[src/rtl/beam_meta_pkg.sv]
// Shared types and widths for the beam metadata capture block.
package beam_meta_pkg;

  localparam int unsigned META_BITS   = 8;
  localparam int unsigned TS_MAX_BITS = 24;
  localparam int unsigned REC_BITS    = 32;

  typedef struct packed {
    logic [META_BITS-1:0]   meta;
    logic [TS_MAX_BITS-1:0] ts;
  } meta_rec_t;

  typedef enum logic [0:0] {
    IDLE,
    HOLD
  } holdoff_state_t;

endpackage

[src/rtl/beam_meta_capture_if.sv]
// Record readout stream (valid/ready) between capture and event readout.
interface beam_meta_capture_if;
  import beam_meta_pkg::*;

  logic [REC_BITS-1:0] m_tdata;
  logic                m_tvalid;
  logic                m_tready;

  modport master (
    output m_tdata,
    output m_tvalid,
    input  m_tready
  );

  modport slave (
    input  m_tdata,
    input  m_tvalid,
    output m_tready
  );

endinterface

[src/rtl/beam_meta_fifo.sv]
// Single-clock record FIFO with a registered first-word-fall-through head.
module beam_meta_fifo
  import beam_meta_pkg::*;
#(
  parameter int unsigned DEPTH = 16
) (
  input  logic                clk_i,
  input  logic                rst_i,
  input  logic                wr_en,
  input  logic [REC_BITS-1:0] wr_data,
  input  logic                rd_en,
  output logic [REC_BITS-1:0] rd_data,
  output logic                valid,
  output logic                full
);

  localparam int unsigned AW = $clog2(DEPTH);
  localparam int unsigned PW = AW + 1;

  logic [REC_BITS-1:0] mem [DEPTH];
  logic [PW-1:0]       wr_ptr_q, rd_ptr_q;
  logic [PW-1:0]       wr_ptr_d, rd_ptr_d;
  logic                push_c, pop_c;
  logic [REC_BITS-1:0] head_c;
  logic                empty_d, full_d;

  // Pointer advance; push uses last cycle's full so a same-cycle pop never frees room.
  always_comb begin
    push_c   = wr_en & ~full;
    pop_c    = rd_en & valid;
    wr_ptr_d = wr_ptr_q + PW'(push_c);
    rd_ptr_d = rd_ptr_q + PW'(pop_c);
    empty_d  = (wr_ptr_d == rd_ptr_d);
    full_d   = (wr_ptr_d[AW] != rd_ptr_d[AW]) &&
               (wr_ptr_d[AW-1:0] == rd_ptr_d[AW-1:0]);
    // The next head bypasses storage when it is the word being written now.
    if (push_c && (wr_ptr_q[AW-1:0] == rd_ptr_d[AW-1:0])) begin
      head_c = wr_data;
    end else begin
      head_c = mem[rd_ptr_d[AW-1:0]];
    end
  end

  // Record storage (data only, no reset needed).
  always_ff @(posedge clk_i) begin
    if (push_c) begin
      mem[wr_ptr_q[AW-1:0]] <= wr_data;
    end
  end

  // Pointers, flags and output head register.
  always_ff @(posedge clk_i or posedge rst_i) begin
    if (rst_i) begin
      wr_ptr_q <= '0;
      rd_ptr_q <= '0;
      rd_data  <= '0;
      valid    <= 1'b0;
      full     <= 1'b0;
    end else begin
      wr_ptr_q <= wr_ptr_d;
      rd_ptr_q <= rd_ptr_d;
      rd_data  <= head_c;
      valid    <= ~empty_d;
      full     <= full_d;
    end
  end

endmodule

[src/rtl/beam_meta_capture.sv]
// Timestamps accepted triggers with beam metadata, applies retrigger holdoff,
// and queues records for readout. Define BEAM_META_CAPTURE_DROPS_EN to build
// the saturating dropped-trigger counter and its drop_count_o port.
module beam_meta_capture
  import beam_meta_pkg::*;
#(
  parameter int unsigned TS_BITS = 24,
  parameter int unsigned DEPTH   = 16,
  parameter int unsigned HOLDOFF = 8
) (
  input  logic                 clk_i,
  input  logic                 rst_i,
  input  logic                 run_i,
  input  logic                 trig_i,
  input  logic [META_BITS-1:0] meta_i,
  beam_meta_capture_if.master  m,
  output logic                 full_o
`ifdef BEAM_META_CAPTURE_DROPS_EN
  ,
  output logic [15:0]          drop_count_o
`endif
);

  localparam int unsigned HCNT_W = (HOLDOFF > 1) ? $clog2(HOLDOFF) : 1;

  holdoff_state_t    state_q, state_d;
  logic [HCNT_W-1:0] hcnt_q, hcnt_d;
  logic [TS_BITS-1:0] ts_q;
  logic              accept_c;
  logic              push_c;
  meta_rec_t         rec_c;

  // Free-running timestamp, wraps naturally at 2^TS_BITS.
  always_ff @(posedge clk_i or posedge rst_i) begin
    if (rst_i) begin
      ts_q <= '0;
    end else begin
      ts_q <= ts_q + TS_BITS'(1);
    end
  end

  // Holdoff state register.
  always_ff @(posedge clk_i or posedge rst_i) begin
    if (rst_i) begin
      state_q <= IDLE;
      hcnt_q  <= '0;
    end else begin
      state_q <= state_d;
      hcnt_q  <= hcnt_d;
    end
  end

  // Holdoff next-state: a trigger taken in IDLE starts holdoff whether or not it fits.
  always_comb begin
    state_d  = state_q;
    hcnt_d   = hcnt_q;
    accept_c = 1'b0;
    unique case (state_q)
      IDLE: begin
        if (trig_i && run_i) begin
          accept_c = 1'b1;
          if (HOLDOFF != 0) begin
            state_d = HOLD;
            hcnt_d  = HCNT_W'(HOLDOFF - 1);
          end
        end
      end
      HOLD: begin
        if (hcnt_q == '0) begin
          state_d = IDLE;
        end else begin
          hcnt_d = hcnt_q - HCNT_W'(1);
        end
      end
      default: state_d = IDLE;
    endcase
  end

  // Record assembly; timestamp zero-extended to the full record field.
  always_comb begin
    push_c     = accept_c & ~full_o;
    rec_c.meta = meta_i;
    rec_c.ts   = TS_MAX_BITS'(ts_q);
  end

  beam_meta_fifo #(
    .DEPTH (DEPTH)
  ) u_fifo (
    .clk_i   (clk_i),
    .rst_i   (rst_i),
    .wr_en   (push_c),
    .wr_data (rec_c),
    .rd_en   (m.m_tready),
    .rd_data (m.m_tdata),
    .valid   (m.m_tvalid),
    .full    (full_o)
  );

`ifdef BEAM_META_CAPTURE_DROPS_EN
  logic drop_c;
  assign drop_c = accept_c & full_o;

  // Saturating count of triggers lost to a full FIFO.
  always_ff @(posedge clk_i or posedge rst_i) begin
    if (rst_i) begin
      drop_count_o <= '0;
    end else if (drop_c && (drop_count_o != 16'hFFFF)) begin
      drop_count_o <= drop_count_o + 16'd1;
    end
  end
`endif

endmodule

[src/flat_wrapper.sv]
// flat-port wrapper written by rule: the top's interface ports become plain ports
module beam_meta_capture_flat import beam_meta_pkg::*;
#(
  parameter int unsigned TS_BITS = 24,
  parameter int unsigned DEPTH   = 16,
  parameter int unsigned HOLDOFF = 8
)
  (clk_i, rst_i, run_i, trig_i, meta_i, full_o, m_m_tdata, m_m_tvalid, m_m_tready);
  beam_meta_capture_if m_i ();
  input  logic clk_i;
  input  logic rst_i;
  input  logic run_i;
  input  logic trig_i;
  input  logic [META_BITS-1:0] meta_i;
  output logic full_o;
  output wire logic [$bits(m_i.m_tdata)-1:0] m_m_tdata;
  output wire logic [$bits(m_i.m_tvalid)-1:0] m_m_tvalid;
  input wire logic [$bits(m_i.m_tready)-1:0] m_m_tready;
  assign m_m_tdata = m_i.m_tdata;
  assign m_m_tvalid = m_i.m_tvalid;
  assign m_i.m_tready = m_m_tready;
  beam_meta_capture #(.TS_BITS(TS_BITS), .DEPTH(DEPTH), .HOLDOFF(HOLDOFF)) u_core (.clk_i(clk_i), .rst_i(rst_i), .run_i(run_i), .trig_i(trig_i), .meta_i(meta_i), .m(m_i), .full_o(full_o));
endmodule
[config.mk]
export PLATFORM = sky130hd
export DESIGN_NAME = beam_meta_capture_flat
export DESIGN_NICKNAME = d
export VERILOG_FILES = /design/src/rtl/beam_meta_pkg.sv /design/src/rtl/beam_meta_capture_if.sv /design/src/rtl/beam_meta_fifo.sv /design/src/rtl/beam_meta_capture.sv /design/src/flat_wrapper.sv
export SDC_FILE = /design/constraint.sdc
export NUM_CORES = 1
export LEC_CHECK = 0
export BUFFER_PORTS_ARGS = -buffer_cell sky130_fd_sc_hd__buf_2
export CAP_MARGIN = 20
export CORE_UTILIZATION = 34
export CTS_CLUSTER_SIZE = 28
export DETAILED_ROUTE_END_ITERATION = 10
export MAX_ROUTING_LAYER = met4
export PLACE_DENSITY = 0.56
export SETUP_SLACK_MARGIN = 0.1
export SLEW_MARGIN = 20
export SYNTH_ARGS = -nofsm -noshare
export SYNTH_HDL_FRONTEND = slang
export SYNTH_SLANG_ARGS = --single-unit
[constraint.sdc]
create_clock -name clk_i -period 9.37 [get_ports clk_i]
set_input_delay 1.4055 -clock clk_i [delete_from_list [all_inputs] [get_ports clk_i]]
set_output_delay 1.4055 -clock clk_i [all_outputs]
set_load 0.02 [all_outputs]
==> metrics, run 1 <==
slew margin rel.=28.75%; Cell Area, Synth=23,030 µm²; Detailed Route Iter0 Violations=659; Clock Sink Count=584; r2r startpoint=u_core.u_fifo.valid; r2r endpoint=u_core.u_fifo.rd_data[24]; worst setup path endpoint=u_core.u_fifo.rd_data[24]; dominant synthesized flop cell=edfxtp_1; unique cell type count in the Yosys netlist=38; post-layout min period=4286 ps; depth of the CTS H-tree=2; Clock Path Buffers=3; CTS tree=built; top cells by count, synth=edfxtp_1 (512), mux2i_1 (96), dfrtp_1 (72), mux4_1 (67), mux4_2 (61); Die X=262.3 µm; DRC viols=0; Reg clk slew, reported paths=60 ps; Synth Warn #=0; Final Power=0.007728 W; Critical Path Start Type=input port; grt total ovfl=0; FF+latch area=17,180 µm²; RSZ-0062 raised after global routing=no; final net count=1,131; Leakage Power=9.423 nW; Metal-1 WL=22,270 µm; number of global-route vias before repair=10,790; min-delay worst type=flip-flop to flip-flop; worst setup path startpoint=m_m_tready; Vias/cell=4.988; Ant. Diodes=0; Finish-stage setup viols=0; Hold Vio Cnt, Final=0; async set or reset register ratio after synthesis=12.33%; starting density of the core=34.30%; top cells by area, synth=edfxtp_1 (67%), dfrtp_1 (7.8%), mux4_1 (7.6%), mux4_2 (6.0%), mux2i_1 (4.2%); uppermost layer routed=met4; Max Fclk=0.2333 GHz; outcome=complete, no violations; vias=10,150; Synth Net Count=1,043; crit path DAT=4780 ps; Die ar.=68,790 µm²; Post-synth EDFFs=512; Final Cycle Share=45.74%; initial antenna violation count=0; antenna-violating nets left=0; post-synthesis cell count=1,023; hold_buf cts=0; critical path type=input port to flip-flop; post-CTS setup buffer count=0; Seq/Total Area, Yosys=74.57%; r2r worst-path depth=8; Syn Area/Cell=22.52 µm²; largest net degree at the start of global routing=68; pwr dens=294.6 nW/µm²; area leader, netlist=edfxtp_1; clock root buffer=clkbuf_16; flops & latches, synth=584; met2 wire length=24,660 µm; Total GRT Usage=14.86%; met3 WL=1703 µm; Area Overhead vs Synth=13.90%; Core ar.=67,160 µm²; crit path capture type=flip-flop; first-pass GRT wire length=72,740 µm; Die Y=262.3 µm; Worst Path Max Fanout=67; Reg2Reg Setup Slack=5520 ps; Max-Cap Viols=0; Num CTS Buffers=59; Hold WS=494.9 ps; Worst EP required=9860 ps; worst-margin pin slew=1069 ps; DP HPWL=26,020 µm; 1st-pass router iterations=4; fraction of layout cells with a size suffix above 1=23.86%; Yosys top cell area share=66.75%; Max Slew Vio Count=0; Worst Skew=17.51 ps; cells resized by post-CTS repair=0; routability cong.=0.7265; HP Start=u_core.u_fifo.wr_ptr_q[4]; number of fill cells=5,873; IO Pins=47; row count=95; count leader, synth=edfxtp_1; Max IR drop VDD=0.3028 mV; area of the multi-input gates=5608 µm²; routed len/inst=24.28 µm; Port Buffers=46; Skew-Pair Late Insertion Delay=620 ps; WL final=49,380 µm; post-route setup TNS=0 ps
[worst min path at each step]
stage               depth (start not counted)  slack (ps)                   endpoint
finish                                      1         490  u_core.u_fifo.wr_ptr_q[4]
global route                                1         520  u_core.u_fifo.wr_ptr_q[4]
CTS                                         1         490  u_core.u_fifo.wr_ptr_q[4]
detailed placement                          1         480  u_core.u_fifo.wr_ptr_q[4]
global placement                            1         490  u_core.u_fifo.wr_ptr_q[4]
floorplan                                   1         460  u_core.u_fifo.rd_ptr_q[4]
[cells by family after synthesis]
logic type	count (synthesis)	share of synthesized area (%)
AOI/OAI and AO/OA	7	0.1955
xor gates and xnor gates	39	1.564
adders and majority gates	7	0.3802
buffers and inverters	56	1.754
DFF	584	74.57
muxes	256	19.80
and+or+nand+nor	74	1.738
[stage by stage]
stage	cell area [µm²]	util, %	setup slack [ps]	instances
2_1_floorplan	23030	-	4705	1023
3_3_place_gp	24350	36.26	4325	1923
3_5_place_dp	24350	36.26	4322	1923
4_1_cts	26240	39.07	4994	2034
5_1_grt	26240	39.07	4895	2034
6_report	26240	39.07	5084	2034
[layout by cell type, fill, tap and decap left out, types with 4 or more instances in the layout]
master and instances:
buf_2 46, buf_4 27, clkbuf_1 14, clkbuf_16 60, clkbuf_8 6, clkinv_1 11
clkinv_2 8, clkinvlp_4 6, dfrtp_1 72, edfxtp_1 512, ha_1 5, inv_1 9
mux2_2 4, mux2_4 28, mux2i_1 96, mux4_1 67, mux4_2 61, nand2_1 9
nand3_1 17, nand4_1 6, nor2_1 6, nor2_4 12, nor3_2 5, xnor2_1 25
xor2_1 12
[critical path: stages]
cell     delay [ps]
buf_2           100
and2_1          180
ha_4            170
ha_4            920
buf_4           910
mux4_1          430
mux2i_1         220
mux2i_1         110
mux2_4          280
[registers in the layout, indices dropped and copies added (netlist names)]
register / flops
u_core.state_q: 1
u_core.ts_q: 24
u_core.u_fifo.wr_ptr_q: 5
u_core.u_fifo.mem: 512
u_core.u_fifo.rd_data: 32
u_core.u_fifo.valid: 1
u_core.u_fifo.rd_ptr_q: 5
u_core.hcnt_q: 3
u_core.u_fifo.full: 1
[layout make-up]
| class | instances | share of cell area, % |
|---|---|---|
| Inverter | 10 | 0.1526 |
| Clock inverter | 31 | 0.9538 |
| Tap cell | 873 | 4.163 |
| Timing Repair Buffer | 73 | 1.650 |
| Multi-Input combinational cell | 383 | 21.37 |
| Clock buffer | 80 | 6.238 |
| Sequential cell | 584 | 65.47 |
[power by group]
| part | internal, W | switching [W] |
|---|---|---|
| Combinational | 0.00119 | 0.00123 |
| Sequential | 0.00294 | 0.0000962 |
| Clock | 0.00130 | 0.000971 |
[metal layers]
layer	vias to the layer above	GRT usage, %
li1	4453	-
met3	62	2.572
met2	148	24.33
met1	5482	19.39
met4	0	3.339
met5	-	-
Note: power is estimated with default switching activity, not from simulation.
==> run 2, diff against run 1 <==
clock period = 4.2 ns   (was 9.37 ns; I/O delays follow)
==> metrics, run 2 (synthesis gave the netlist of run 1 again) <==
slew margin rel.=33.54%; Worst Path Max Fanout=13; r2r worst-path depth=4; area of the multi-input gates=5608 µm²; uppermost layer routed=met4; Worst EP required=4500 ps; commonest non-fill, non-tap cells in the layout=edfxtp_1 (512), mux2i_1 (96), dfrtp_1 (72), mux4_1 (67), clkbuf_16 (63); Clock Sink Count=584; outcome=complete, no violations; Leakage Power=9.598 nW; Metal-1 WL=22,700 µm; r2r startpoint=u_core.u_fifo.full; Detailed Route Iter0 Violations=787; commonest non-fill, non-tap cell in the layout=edfxtp_1; Clock power frac=30.4%; Gate power share=31.1%; grt total ovfl=0; DP Area=24,600 µm²; Vias/cell=5.060; Cell Int Power=0.01245 W; number of global-route vias before repair=11,040; Max Fclk=0.3406 GHz; depth of the CTS H-tree=2; hold_buf cts=0; met3 WL=1981 µm; Max IR drop VDD=0.8941 mV; pwr dens=661.0 nW/µm²; Port Buffers=46; Area Overhead vs Synth=15.46%; met2 wire length=25,350 µm; Reg power frac=38.6%; DP HPWL=26,760 µm; Clock Path Buffers=3; min-delay worst type=input port to async pin; Ant. Diodes=0; RSZ-0062 raised after global routing=no; IO Pins=47; Die X=262.3 µm; Critical Path Start Type=flip-flop; clock root buffer=clkbuf_16; Die Y=262.3 µm; crit path DAT=3240 ps; first-pass GRT wire length=75,060 µm; cells resized by post-CTS repair=0; CTS tree=built; largest net degree at the start of global routing=131; crit path capture type=flip-flop; vias=10,380; initial antenna violation count=0; WL final=50,970 µm; fraction of layout cells with a size suffix above 1=24.62%; Final WS setup=1264 ps; Worst Skew=18.88 ps; critical path type=flip-flop to flip-flop; routed len/inst=24.85 µm; worst-margin pin slew=996.9 ps; post-layout min period=2936 ps; Design Area, Final=26,600 µm²; FF+latch area=17,180 µm²; Core ar.=67,160 µm²; Skew-Pair Late Insertion Delay=610 ps; row count=95; Hold Vio Cnt, Final=0; final net count=1,146; DRC viols=0; Finish-stage setup viols=0; number of fill cells=5,848; Max-Cap Viols=0; 1st-pass router iterations=5; Num CTS Buffers=61; Reg clk slew, reported paths=60 ps; Final Cycle Share=69.91%; max reg flops=512; Max Slew Vio Count=0; Die ar.=68,790 µm²; switching power=0.005128 W; r2r endpoint=u_core.u_fifo.mem[1][17]; post-CTS setup buffer count=0; Reg2Reg Setup Slack=1260 ps; post-route setup TNS=0 ps; starting density of the core=34.30%; routability cong.=0.7206; Total GRT Usage=15.41%; Switching Share=29.17%; antenna-violating nets left=0; pre-CTS WS=932.1 ps
run 2: cell count changes in the layout (fill, tap and decap cells not counted), sizes merged:
| cell | delta |
|---|---|
| buf | +13 |
| bufinv | +2 |
| clkinv | -6 |
| clkinvlp | -4 |
| clkbuf | +12 |
run 2: power by group through the flow:
stage	clock, W	combinational [W]	sequential, W
after floorplan	0	0.00436	0.00695
after global placement	0	0.00555	0.00691
after detailed placement	0	0.00560	0.00690
after CTS	0.00546	0.00561	0.00679
after global routing	0.00568	0.00588	0.00681
final	0.00534	0.00547	0.00678
run 2: per-stage QoR:
step / hold slack, ps / total power, W / util (%) / std cells
finish: 235.6 / 0.01758 / 39.60 / 2051
global route: 277.3 / 0.01836 / 39.60 / 2051
CTS: 246.8 / 0.01785 / 39.60 / 2051
detailed placement: 483.4 / 0.01250 / 36.63 / 1936
global placement: 476.6 / 0.01246 / 36.63 / 1936
floorplan: 461.7 / 0.01131 / - / 1023
run 2: layout make-up:
| cell class | count | area share (%) |
|---|---|---|
| Timing Repair Buffer | 86 | 2.559 |
| Sequential cell | 584 | 64.58 |
| Clock inverter | 23 | 0.9173 |
| Tap cell | 873 | 4.107 |
| Multi-Input combinational cell | 383 | 21.08 |
| Clock buffer | 92 | 6.600 |
| Inverter | 10 | 0.1505 |
run 2: critical path: stages, from the launching register on:
cell and delay (ps):
dfrtp_1 460, nand4bb_1 570, or3_1 650, nor2_4 630
buf_4 310
run 2: how the worst max path moves through the flow:
stage                                end  slack [ps]  depth (start not counted)          startpoint
2_1_floorplan    u_core.u_fifo.mem[0][0]         310                          3              trig_i
4_1_cts         u_core.u_fifo.mem[1][16]        1260                          4  u_core.u_fifo.full
3_3_place_gp   u_core.u_fifo.rd_data[28]         960                          8          m_m_tready
6_report        u_core.u_fifo.mem[1][17]        1260                          4  u_core.u_fifo.full
5_1_grt         u_core.u_fifo.mem[1][16]        1160                          4  u_core.u_fifo.full
3_5_place_dp   u_core.u_fifo.rd_data[22]         930                          9          m_m_tready
run 2: metal layers:
metal  vias up  track usage [%]
li1       4479                -
met1      5607            20.21
met2       214            25.10
met3        78            2.581
met4         0            3.657
met5         -                -
